**src/rtl/uart_pkg.sv**
```systemverilog
// Shared definitions for the oversampling UART receiver and its FIFO users.
package uart_pkg;
    localparam int PAR_NONE = 0;
    localparam int PAR_EVEN = 1;
    localparam int PAR_ODD  = 2;

    typedef enum logic [2:0] {
        ST_IDLE  = 3'd0,
        ST_START = 3'd1,
        ST_DATA  = 3'd2,
        ST_PAR   = 3'd3,
        ST_STOP1 = 3'd4,
        ST_STOP2 = 3'd5
    } rx_state_e;

    // Status word layout: {BRK, FERR, PERR, DATA[dbits-1:0]}.
    function automatic int status_width(input int dbits);
        return dbits + 3;
    endfunction
endpackage

```
**src/rtl/uart_sync_fifo.sv**
```systemverilog
// Show-ahead synchronous FIFO with extra-MSB pointers; head word is valid whenever not empty.
module uart_sync_fifo #(
    parameter int W  = 8,
    parameter int AW = 3
) (
    input  logic         clk_i,
    input  logic         arst_i,
    input  logic         push_i,
    input  logic [W-1:0] wdata_i,
    input  logic         pop_i,
    output logic [W-1:0] rdata_o,
    output logic         full_o,
    output logic         empty_o
);
    localparam int DEPTH = 2 ** AW;

    logic [W-1:0] mem_q [DEPTH];
    logic [AW:0]  wr_ptr_q;
    logic [AW:0]  rd_ptr_q;
    logic         do_push;
    logic         do_pop;

    assign empty_o = (wr_ptr_q == rd_ptr_q);
    assign full_o  = (wr_ptr_q[AW] != rd_ptr_q[AW]) &&
                     (wr_ptr_q[AW-1:0] == rd_ptr_q[AW-1:0]);
    assign do_pop  = pop_i & ~empty_o;
    // A pop in the same cycle frees the slot a full FIFO would otherwise refuse.
    assign do_push = push_i & (~full_o | do_pop);
    assign rdata_o = mem_q[rd_ptr_q[AW-1:0]];

    // NOTE: all state uses non-blocking assignments so every flop samples pre-edge values.
    always_ff @(posedge clk_i or posedge arst_i) begin
        if (arst_i) begin
            wr_ptr_q <= '0;
            rd_ptr_q <= '0;
        end else begin
            if (do_push) wr_ptr_q <= wr_ptr_q + 1'b1;
            if (do_pop)  rd_ptr_q <= rd_ptr_q + 1'b1;
        end
    end

    // NOTE: storage is not reset; the pointers alone decide what is visible.
    always_ff @(posedge clk_i) begin
        if (do_push) mem_q[wr_ptr_q[AW-1:0]] <= wdata_i;
    end
endmodule

```
**src/rtl/uart_rx_ovs.sv**
```systemverilog
// UART receiver with 3-sample majority voting, parity/framing/break detection and an output FIFO.
module uart_rx_ovs
    import uart_pkg::*;
#(
    parameter int C_F_CK    = 135_000_000,
    parameter int C_BAUD    = 115_200,
    parameter int C_DBITS   = 8,
    parameter int C_PAR     = 0,
    parameter int C_STOP    = 1,
    parameter int C_FIFO_AW = 3
) (
    input  logic               CK_i,
    input  logic               ARST_i,
    input  logic               RXD_i,
    output logic [C_DBITS-1:0] DATA_o,
    output logic               PERR_o,
    output logic               FERR_o,
    output logic               BRK_o,
    output logic               VALID_o,
    input  logic               READY_i,
    output logic               OVR_o,
    input  logic               CLR_i,
    output logic               BUSY_o
);
    localparam int C_BAUD_N = C_F_CK / C_BAUD;
    localparam int C_MID    = C_BAUD_N / 2;
    localparam int CW       = $clog2(C_BAUD_N);
    localparam int SW       = status_width(C_DBITS);

    localparam logic [CW-1:0] CTR_LAST = CW'(C_BAUD_N - 1);
    localparam logic [CW-1:0] CTR_S0   = CW'(C_MID - 1);
    localparam logic [CW-1:0] CTR_S1   = CW'(C_MID);
    localparam logic [CW-1:0] CTR_S2   = CW'(C_MID + 1);
    localparam logic [3:0]    IDX_LAST = 4'(C_DBITS - 1);

    if (C_BAUD_N < 8) begin : g_bad_baud
        $error("uart_rx_ovs: C_F_CK/C_BAUD must be at least 8");
    end
    if (C_DBITS < 5 || C_DBITS > 9) begin : g_bad_dbits
        $error("uart_rx_ovs: C_DBITS must be 5..9");
    end
    if (C_STOP < 1 || C_STOP > 2) begin : g_bad_stop
        $error("uart_rx_ovs: C_STOP must be 1 or 2");
    end

    logic [1:0]         sync_q;
    logic               rxs;
    logic               rxs_prev_q;
    rx_state_e          state_q;
    logic [CW-1:0]      ctr_q;
    logic [1:0]         smp_q;
    logic [3:0]         bit_idx_q;
    logic [C_DBITS-1:0] shift_q;
    logic               par_q;
    logic               perr_q;
    logic               ferr_q;
    logic               zero_q;
    logic               hold_q;
    logic               push_q;
    logic [SW-1:0]      word_q;
    logic               ovr_q;

    logic               maj;
    logic               decide;
    logic               finish;
    logic               fin_ferr;
    logic               fin_brk;

    logic [SW-1:0]      fifo_rdata;
    logic               fifo_full;
    logic               fifo_empty;
    logic               pop;
    logic [SW-1:0]      head;

    always_ff @(posedge CK_i or posedge ARST_i) begin
        if (ARST_i) sync_q <= 2'b11;
        else        sync_q <= {sync_q[0], RXD_i};
    end
    assign rxs = sync_q[1];

    always_comb begin
        // NOTE: every combinational output is given a default first, so no path infers a latch.
        maj      = (smp_q[0] & smp_q[1]) | (smp_q[0] & rxs) | (smp_q[1] & rxs);
        decide   = (ctr_q == CTR_S2);
        fin_brk  = zero_q & ~maj;
        fin_ferr = ~maj;
        finish   = 1'b0;
        if (decide && state_q == ST_STOP2) begin
            fin_ferr = ferr_q | ~maj;
            finish   = 1'b1;
        end
        if (decide && state_q == ST_STOP1 && C_STOP == 1) finish = 1'b1;
    end

    always_ff @(posedge CK_i or posedge ARST_i) begin
        if (ARST_i) begin
            state_q    <= ST_IDLE;
            ctr_q      <= '0;
            smp_q      <= 2'b11;
            bit_idx_q  <= '0;
            shift_q    <= '0;
            par_q      <= 1'b0;
            perr_q     <= 1'b0;
            ferr_q     <= 1'b0;
            zero_q     <= 1'b0;
            hold_q     <= 1'b0;
            rxs_prev_q <= 1'b1;
            push_q     <= 1'b0;
            word_q     <= '0;
        end else begin
            push_q     <= 1'b0;
            rxs_prev_q <= rxs;
            if (state_q != ST_IDLE) begin
                ctr_q <= (ctr_q == CTR_LAST) ? '0 : ctr_q + 1'b1;
                if (ctr_q == CTR_S0) smp_q[0] <= rxs;
                if (ctr_q == CTR_S1) smp_q[1] <= rxs;
            end
            unique case (state_q)
                ST_IDLE: begin
                    // After a framing error the line must go high again before a start edge counts.
                    if (hold_q) begin
                        if (rxs) hold_q <= 1'b0;
                    end else if (rxs_prev_q && !rxs) begin
                        state_q <= ST_START;
                        ctr_q   <= '0;
                    end
                end
                ST_START: begin
                    if (decide) begin
                        if (maj) begin
                            state_q <= ST_IDLE;
                        end else begin
                            state_q   <= ST_DATA;
                            bit_idx_q <= '0;
                            par_q     <= 1'b0;
                            perr_q    <= 1'b0;
                            ferr_q    <= 1'b0;
                            zero_q    <= 1'b1;
                        end
                    end
                end
                ST_DATA: begin
                    if (decide) begin
                        shift_q <= {maj, shift_q[C_DBITS-1:1]};
                        par_q   <= par_q ^ maj;
                        zero_q  <= zero_q & ~maj;
                        if (bit_idx_q == IDX_LAST)
                            state_q <= (C_PAR != PAR_NONE) ? ST_PAR : ST_STOP1;
                        else
                            bit_idx_q <= bit_idx_q + 1'b1;
                    end
                end
                ST_PAR: begin
                    if (decide) begin
                        perr_q  <= (C_PAR == PAR_ODD) ? ~(par_q ^ maj) : (par_q ^ maj);
                        zero_q  <= zero_q & ~maj;
                        state_q <= ST_STOP1;
                    end
                end
                ST_STOP1: begin
                    if (decide && C_STOP == 2) begin
                        ferr_q  <= ~maj;
                        zero_q  <= fin_brk;
                        state_q <= ST_STOP2;
                    end
                end
                ST_STOP2: begin
                end
                default: state_q <= ST_IDLE;
            endcase
            if (finish) begin
                push_q  <= 1'b1;
                word_q  <= {fin_brk, fin_ferr, perr_q, shift_q};
                hold_q  <= fin_ferr;
                state_q <= ST_IDLE;
            end
        end
    end

    assign BUSY_o  = (state_q != ST_IDLE);
    assign VALID_o = ~fifo_empty;
    assign pop     = VALID_o & READY_i;

    uart_sync_fifo #(
        .W  (SW),
        .AW (C_FIFO_AW)
    ) u_fifo (
        .clk_i   (CK_i),
        .arst_i  (ARST_i),
        .push_i  (push_q),
        .wdata_i (word_q),
        .pop_i   (pop),
        .rdata_o (fifo_rdata),
        .full_o  (fifo_full),
        .empty_o (fifo_empty)
    );

    // Overrun wins over a simultaneous clear.
    always_ff @(posedge CK_i or posedge ARST_i) begin
        if (ARST_i)                            ovr_q <= 1'b0;
        else if (push_q && fifo_full && !pop)  ovr_q <= 1'b1;
        else if (CLR_i)                        ovr_q <= 1'b0;
    end
    assign OVR_o = ovr_q;

    assign head = fifo_empty ? '0 : fifo_rdata;
    assign {BRK_o, FERR_o, PERR_o, DATA_o} = head;
endmodule

```
**config.mk**
```make
export PLATFORM = sky130hd
export DESIGN_NAME = uart_rx_ovs
export DESIGN_NICKNAME = d
export VERILOG_FILES = /design/src/rtl/uart_pkg.sv /design/src/rtl/uart_sync_fifo.sv /design/src/rtl/uart_rx_ovs.sv
export SDC_FILE = /design/constraint.sdc
export NUM_CORES = 1
export LEC_CHECK = 0
export ABC_AREA = 1
export BUFFER_PORTS_ARGS = -buffer_cell sky130_fd_sc_hd__buf_2
export CORE_MARGIN = 1
export CORE_UTILIZATION = 46
export CTS_CLUSTER_SIZE = 25
export DETAILED_ROUTE_END_ITERATION = 8
export GPL_ROUTABILITY_DRIVEN = 0
export PLACE_DENSITY = 0.73
export SYNTH_ARGS = -nofsm -noshare
export SYNTH_HDL_FRONTEND = slang
export SYNTH_SLANG_ARGS = --single-unit
```
**constraint.sdc**
```tcl
create_clock -name CK_i -period 1.9 [get_ports CK_i]
set_input_delay 0 -clock CK_i [delete_from_list [all_inputs] [get_ports CK_i]]
set_output_delay 0 -clock CK_i [all_outputs]
set_load 0.05 [all_outputs]
```
# == Word level (Yosys, flattened, before mapping) ==
# Memory sizes are Yosys's and may differ from the RTL's.
# Cells that the tools add are included.
# W data, S select, Z words.
# word_totals
register_bits,56
mem_bits_rw,88
input_bits,5
output_inout_bits,14
elab_cells,127
mem_count,1
# op_classes
addsub,4
eq_ne,26
mux,40
n_bitwise,14
n_reduce_logical,25
# mem_list
memory,depth,word_bits,rd,rd_ports_with_merged_regs,write_ports,line,text
u_fifo.mem_q,8,11,1,0,1,uart_sync_fifo.sv:17,logic [W-1:0] mem_q [DEPTH];
# op_table
op,count
$mux W11,6
$eq A11 B10 Y1 const B,3
$mux W3,7
$ne A3 B3 Y1 const B,6
$mux W1,17
$mux W4,4
$pmux W3 S5,1
$add A4 B1 Y4 const B,3
$reduce_and A4 Y1,3
$add A11 B1 Y11 const B,1
$eq A11 B11 Y1 const B,1
$ne A2 B2 Y1 const B,5
$reduce_bool A2 Y1,5
$pmux W4 S2,1
$and A1 B1 Y1,7
$reduce_and A7 Y1,1
$eq A3 B2 Y1 const B,2
$eq A3 B3 Y1 const B,2
$logic_and A1 B1 Y1,6
$pmux W1 S2,3
$reduce_and A2 Y1,3
$reduce_and A5 Y1,1
$eq A4 B3 Y1 const B,1
$eq A4 B4 Y1,1
12 further kinds,19

# == Longest topological paths before layout ==
# depth
ltp_word,8
ltp_mapped,10
ltp_nobuf,9

# == Cells and area by module ==
# A second synthesis with hierarchy kept.
# unflattened
cells_unflattened,643
hier_area_um2,6487.5
# by_module_without_submodules
mod,instances,cells_each,area_each_um2,seq_area_each_um2
uart_sync_fifo,1,329,3971.3,2842.7
uart_rx_ovs,1,314,2516.2,1207.4

# == Worst setup path before layout ==
# OpenSTA, ideal clock, no wires.
# synth_timing
path_type,register to output
startpoint,reg u_fifo.wr_ptr_q[1]
endpoint,out DATA_o[5]
t_arrival_ns,1.984
t_required_ns,1.900
setup_slack_ns,-0.084
path_stages_with_launch,10
n_path_buf,2
cell_sequence,dfrtp_1 -> buf_2 -> inv_1 -> nand2_1 -> nand4_1 -> nor2_2 -> nand2_2 -> buf_2 -> o21ai_0 -> nor2_1
# synth_via
elab_chain_cells,2
# synth_rtl
element,line,text
start: declaration,uart_sync_fifo.sv:18,logic [AW:0] wr_ptr_q;
start signal: assignment,uart_sync_fifo.sv:37,if (do_push) wr_ptr_q <= wr_ptr_q + 1'b1;
$eq A4 B4 Y1,uart_sync_fifo.sv:23,assign empty_o = (wr_ptr_q == rd_ptr_q);
$mux W11,uart_rx_ovs.sv:206,assign head = fifo_empty ? '0 : fifo_rdata;
end: declaration,uart_rx_ovs.sv:15,"output logic [C_DBITS-1:0] DATA_o,"
# No other way between the ends.

# == Final worst setup path ==
# layout_timing
startpoint,reg u_fifo.rd_ptr_q[0]
endpoint,out BRK_o
# layout_via
elab_chain_cells,2
elab_cells_between_ends,3
classes_between,eq/ne (1); mux (1); memory (1)
# layout_rtl
element,line,text
start: declaration,uart_sync_fifo.sv:19,logic [AW:0] rd_ptr_q;
start signal: assignment,uart_sync_fifo.sv:38,if (do_pop) rd_ptr_q <= rd_ptr_q + 1'b1;
$mem_v2 Z8 W11 or $eq A4 B4 Y1 (tied branches),-,
$mux W11 *,uart_rx_ovs.sv:206,
end: declaration,uart_rx_ovs.sv:18,"output logic BRK_o,"
# Mark *: on every way between the ends. The rest lies on a longest branch, timed or not.

==> results.toml <==
[drt]
vias_per_cell = 5.36
antenna_left = 0
routedWlPerCell_um = 15.2
vias = 4588
wl_um = 13000
firstDrtPassIters = 6
drc_errors = 0
drtIter0Drc = 350

[sta]
post-route-min-period_ps = 1880
setup_tns_ps = 0
finalHoldViolations = 0
worst_pin_slew_ps = 527
rsz0062_at_grt = "yes"
final-setup-viol-count = 0
max-slew-margin-rel_pct = 64.6
final_max_slew_viol_count = 0
timing.clock.skew_ps = 6.83
min_period_over_period_pct = 99.2
fmax_mhz = 531

[layout]
final_common_cell = "nand2_1"
final_cell_mix = "nand2_1 (109), nor2_1 (92), edfxtp_1 (88)"
drive_gt1_share_pct = 18.5
final_area_sq_um = 7610
n_antenna_cell = 0
nets = 679
areaGrowthSynthToFinish_pct = 18.8

[logic_synthesis]
synthSimpleGateAreaFrac_pct = 19.0
yosysWarnings = 0
synth_cells = 623
post_synth_mux_area_share_pct = 0
synth.avg_cell_area_sq_um = 10.3
synthesis.nets = 635
synthTopCellsByArea = "edfxtp_1 (41%), dfrtp_1 (20%), nand2_1 (6.4%)"
yosys.area.top_type = "edfxtp_1"
synthAdderAreaFrac_pct = 1.37
synth-xor-area-share_pct = 1.50
ys_seq_area_share_pct = 63.2
synth_compound_area_share_pct = 10.3
synth_top_family_by_area = "simple AND/OR/NAND/NOR gates"
netlist_area_sq_um = 6410
yosys.area.top_type_share_pct = 41.2
ys_types = 31
synth-seq-cells = 144

[grt]
grt.overflow.total = 0
grt_pass1_wl_um = 21100
grt_max_degree = 57
antenna_found_initial = 0
use_met2_pct = 33.0
first_global_vias = 4402
grt_use_met1_pct = 22.8
grt_util_met3_pct = 4.52
track_usage_pct = 19.0
top_usage_layer = "met2"

[power_and_ir_drop]
power_density_nw_per_um2 = 947
ir_drop_mv = 0.905
leakage_nw = 3.36

[die]
ios = 19
rows = 42
die_h_um = 120
core_area_sq_um = 13400
die_x_um = 120
dieArea_sq_um = 14400
initial_core_util_pct = 47.8

[run_status]
outcome = "completed"

[critical_path]
worstPathArrival_ps = 1880
critical_path.max_fanout = 11
worst_setup_path_end_kind = "output port"
path_class = "flop to output port"
crit_required_ps = 1900
worstSetupStartpointType = "flop"

[clock_network]
clockBufferDepth = 2
cts_sinks = 144
cts_root_buf = "clkbuf_16"
clkSlewWorstSetupHoldPaths_ps = 60
clk_latency_ps = 420
cts_max_level = 4
cts_tree = "done"
cts_buffers = 17

[place]
hpwl_um = 8460
port_buffers = 18
place_area_sq_um = 6790

[flow_run]
drv_cap = 0

[min_path]
hp-class = "primary input to asynchronous set/reset pin"
[synth_stat cells]
master,count
buf_2,6
buf_1,1
nor2_1,99
nand4_4,1
o21ai_0,70
xor2_1,7
nand2_2,6
nand3_1,37
inv_1,44
nor3_2,1
xnor2_1,4
nor2_4,1
nand2_1,110
dfstp_2,5
edfxtp_1,88
clkbuf_1,12
nand3b_1,2
clkinv_4,1
nand2_4,3
o21ai_1,2
nor2_2,2
o22ai_1,24
buf_6,3
dfrtp_1,51
nor3_1,4
a21oi_1,2
inv_2,2
o21ai_2,16
nor2_8,1
ha_1,7
nand4_1,11
[worst max-delay path, stage by stage (launching register included)]
cell and delay, ps:
dfrtp_2 460, inv_4 130, clkbuf_16 180, nor2_1 40, o22ai_1 220, nor2_1 80, nor2_1 170, buf_6 180
[metrics by stage]
step	utilization (%)	power (mW)	hold slack, ps	worst slack [ps]	cells
2_1_floorplan	-	3.85	4.48	-21.3	623
3_3_place_gp	50.6	3.99	73.7	176	815
3_5_place_dp	50.6	4.02	82.0	108	815
4_1_cts	55.8	7.27	187	-0.771	852
5_1_grt	56.8	7.47	209	-44.1	856
6_report	56.8	7.21	162	16.1	856
[state kept, by name, summed over array words and instances (netlist names), 2 cells and up]
signal	flops
state_q	3
u_fifo.mem_q	88
smp_q	2
shift_q	8
u_fifo.wr_ptr_q	4
word_q	11
bit_idx_q	4
u_fifo.rd_ptr_q	4
sync_q	2
ctr_q	11
[power breakdown]
group          total, mW  internal (mW)  switching (mW)
logic              0.556          0.175           0.381
clock network       3.24           1.95            1.29
registers           3.41           3.35          0.0661
total               7.21           5.48            1.73
[worst paths after layout]
kind | start | endpoint | slack [ps] | depth (start not counted)
hold / removal | ARST_i | bit_idx_q[2] | 160 | 4
max in group asynchronous | ARST_i | smp_q[1] | 1410 | 4
setup reg to reg | u_fifo.rd_ptr_q[0] | u_fifo.mem_q[4][3] | 90 | 8
min in group CK_i | RXD_i | sync_q[0] | 230 | 2
setup / recovery | u_fifo.rd_ptr_q[0] | BRK_o | 20 | 7
hold reg to reg | sync_q[0] | sync_q[1] | 360 | 0
[per-layer routing]
metal | routed length [um] | vias up
li1 | - | 2222
met1 | 5530 | 2208
met2 | 6590 | 134
met3 | 611 | 24
met4 | 286 | 0
met5 | 0 | -
[cell families (layout without fill, tap and decap cells)]
kind of cell | after synthesis | count (layout)
flops | 144 | 144
xor+xnor | 11 | 11
buf+inv | 69 | 125
simple gates | 278 | 279
compound gates | 114 | 114
fa+ha+maj | 7 | 7
[area by class of cell]
| class | instances | area [sq um] |
|---|---|---|
| clock buffers | 18 | 429 |
| fillers | 1072 | 5790 |
| well taps | 176 | 220 |
| flip-flops and latches | 144 | 4050 |
| multi-input cells | 411 | 2120 |
| inverters | 47 | 184 |
| repair buffers | 46 | 447 |
| clock inverters | 14 | 156 |
[what timing repair did]
item | 4_1_cts | 5_1_grt
gates cloned | 0 | 3
setup endpoints to repair | 12 | 99
gates resized for setup | 20 | 21
setup buffers | 0 | 1
hold buffers | 5 | 0
hold endpoints to repair | 62 | 0
pin swaps | 0 | 1
(Power assumes the default switching activity.)
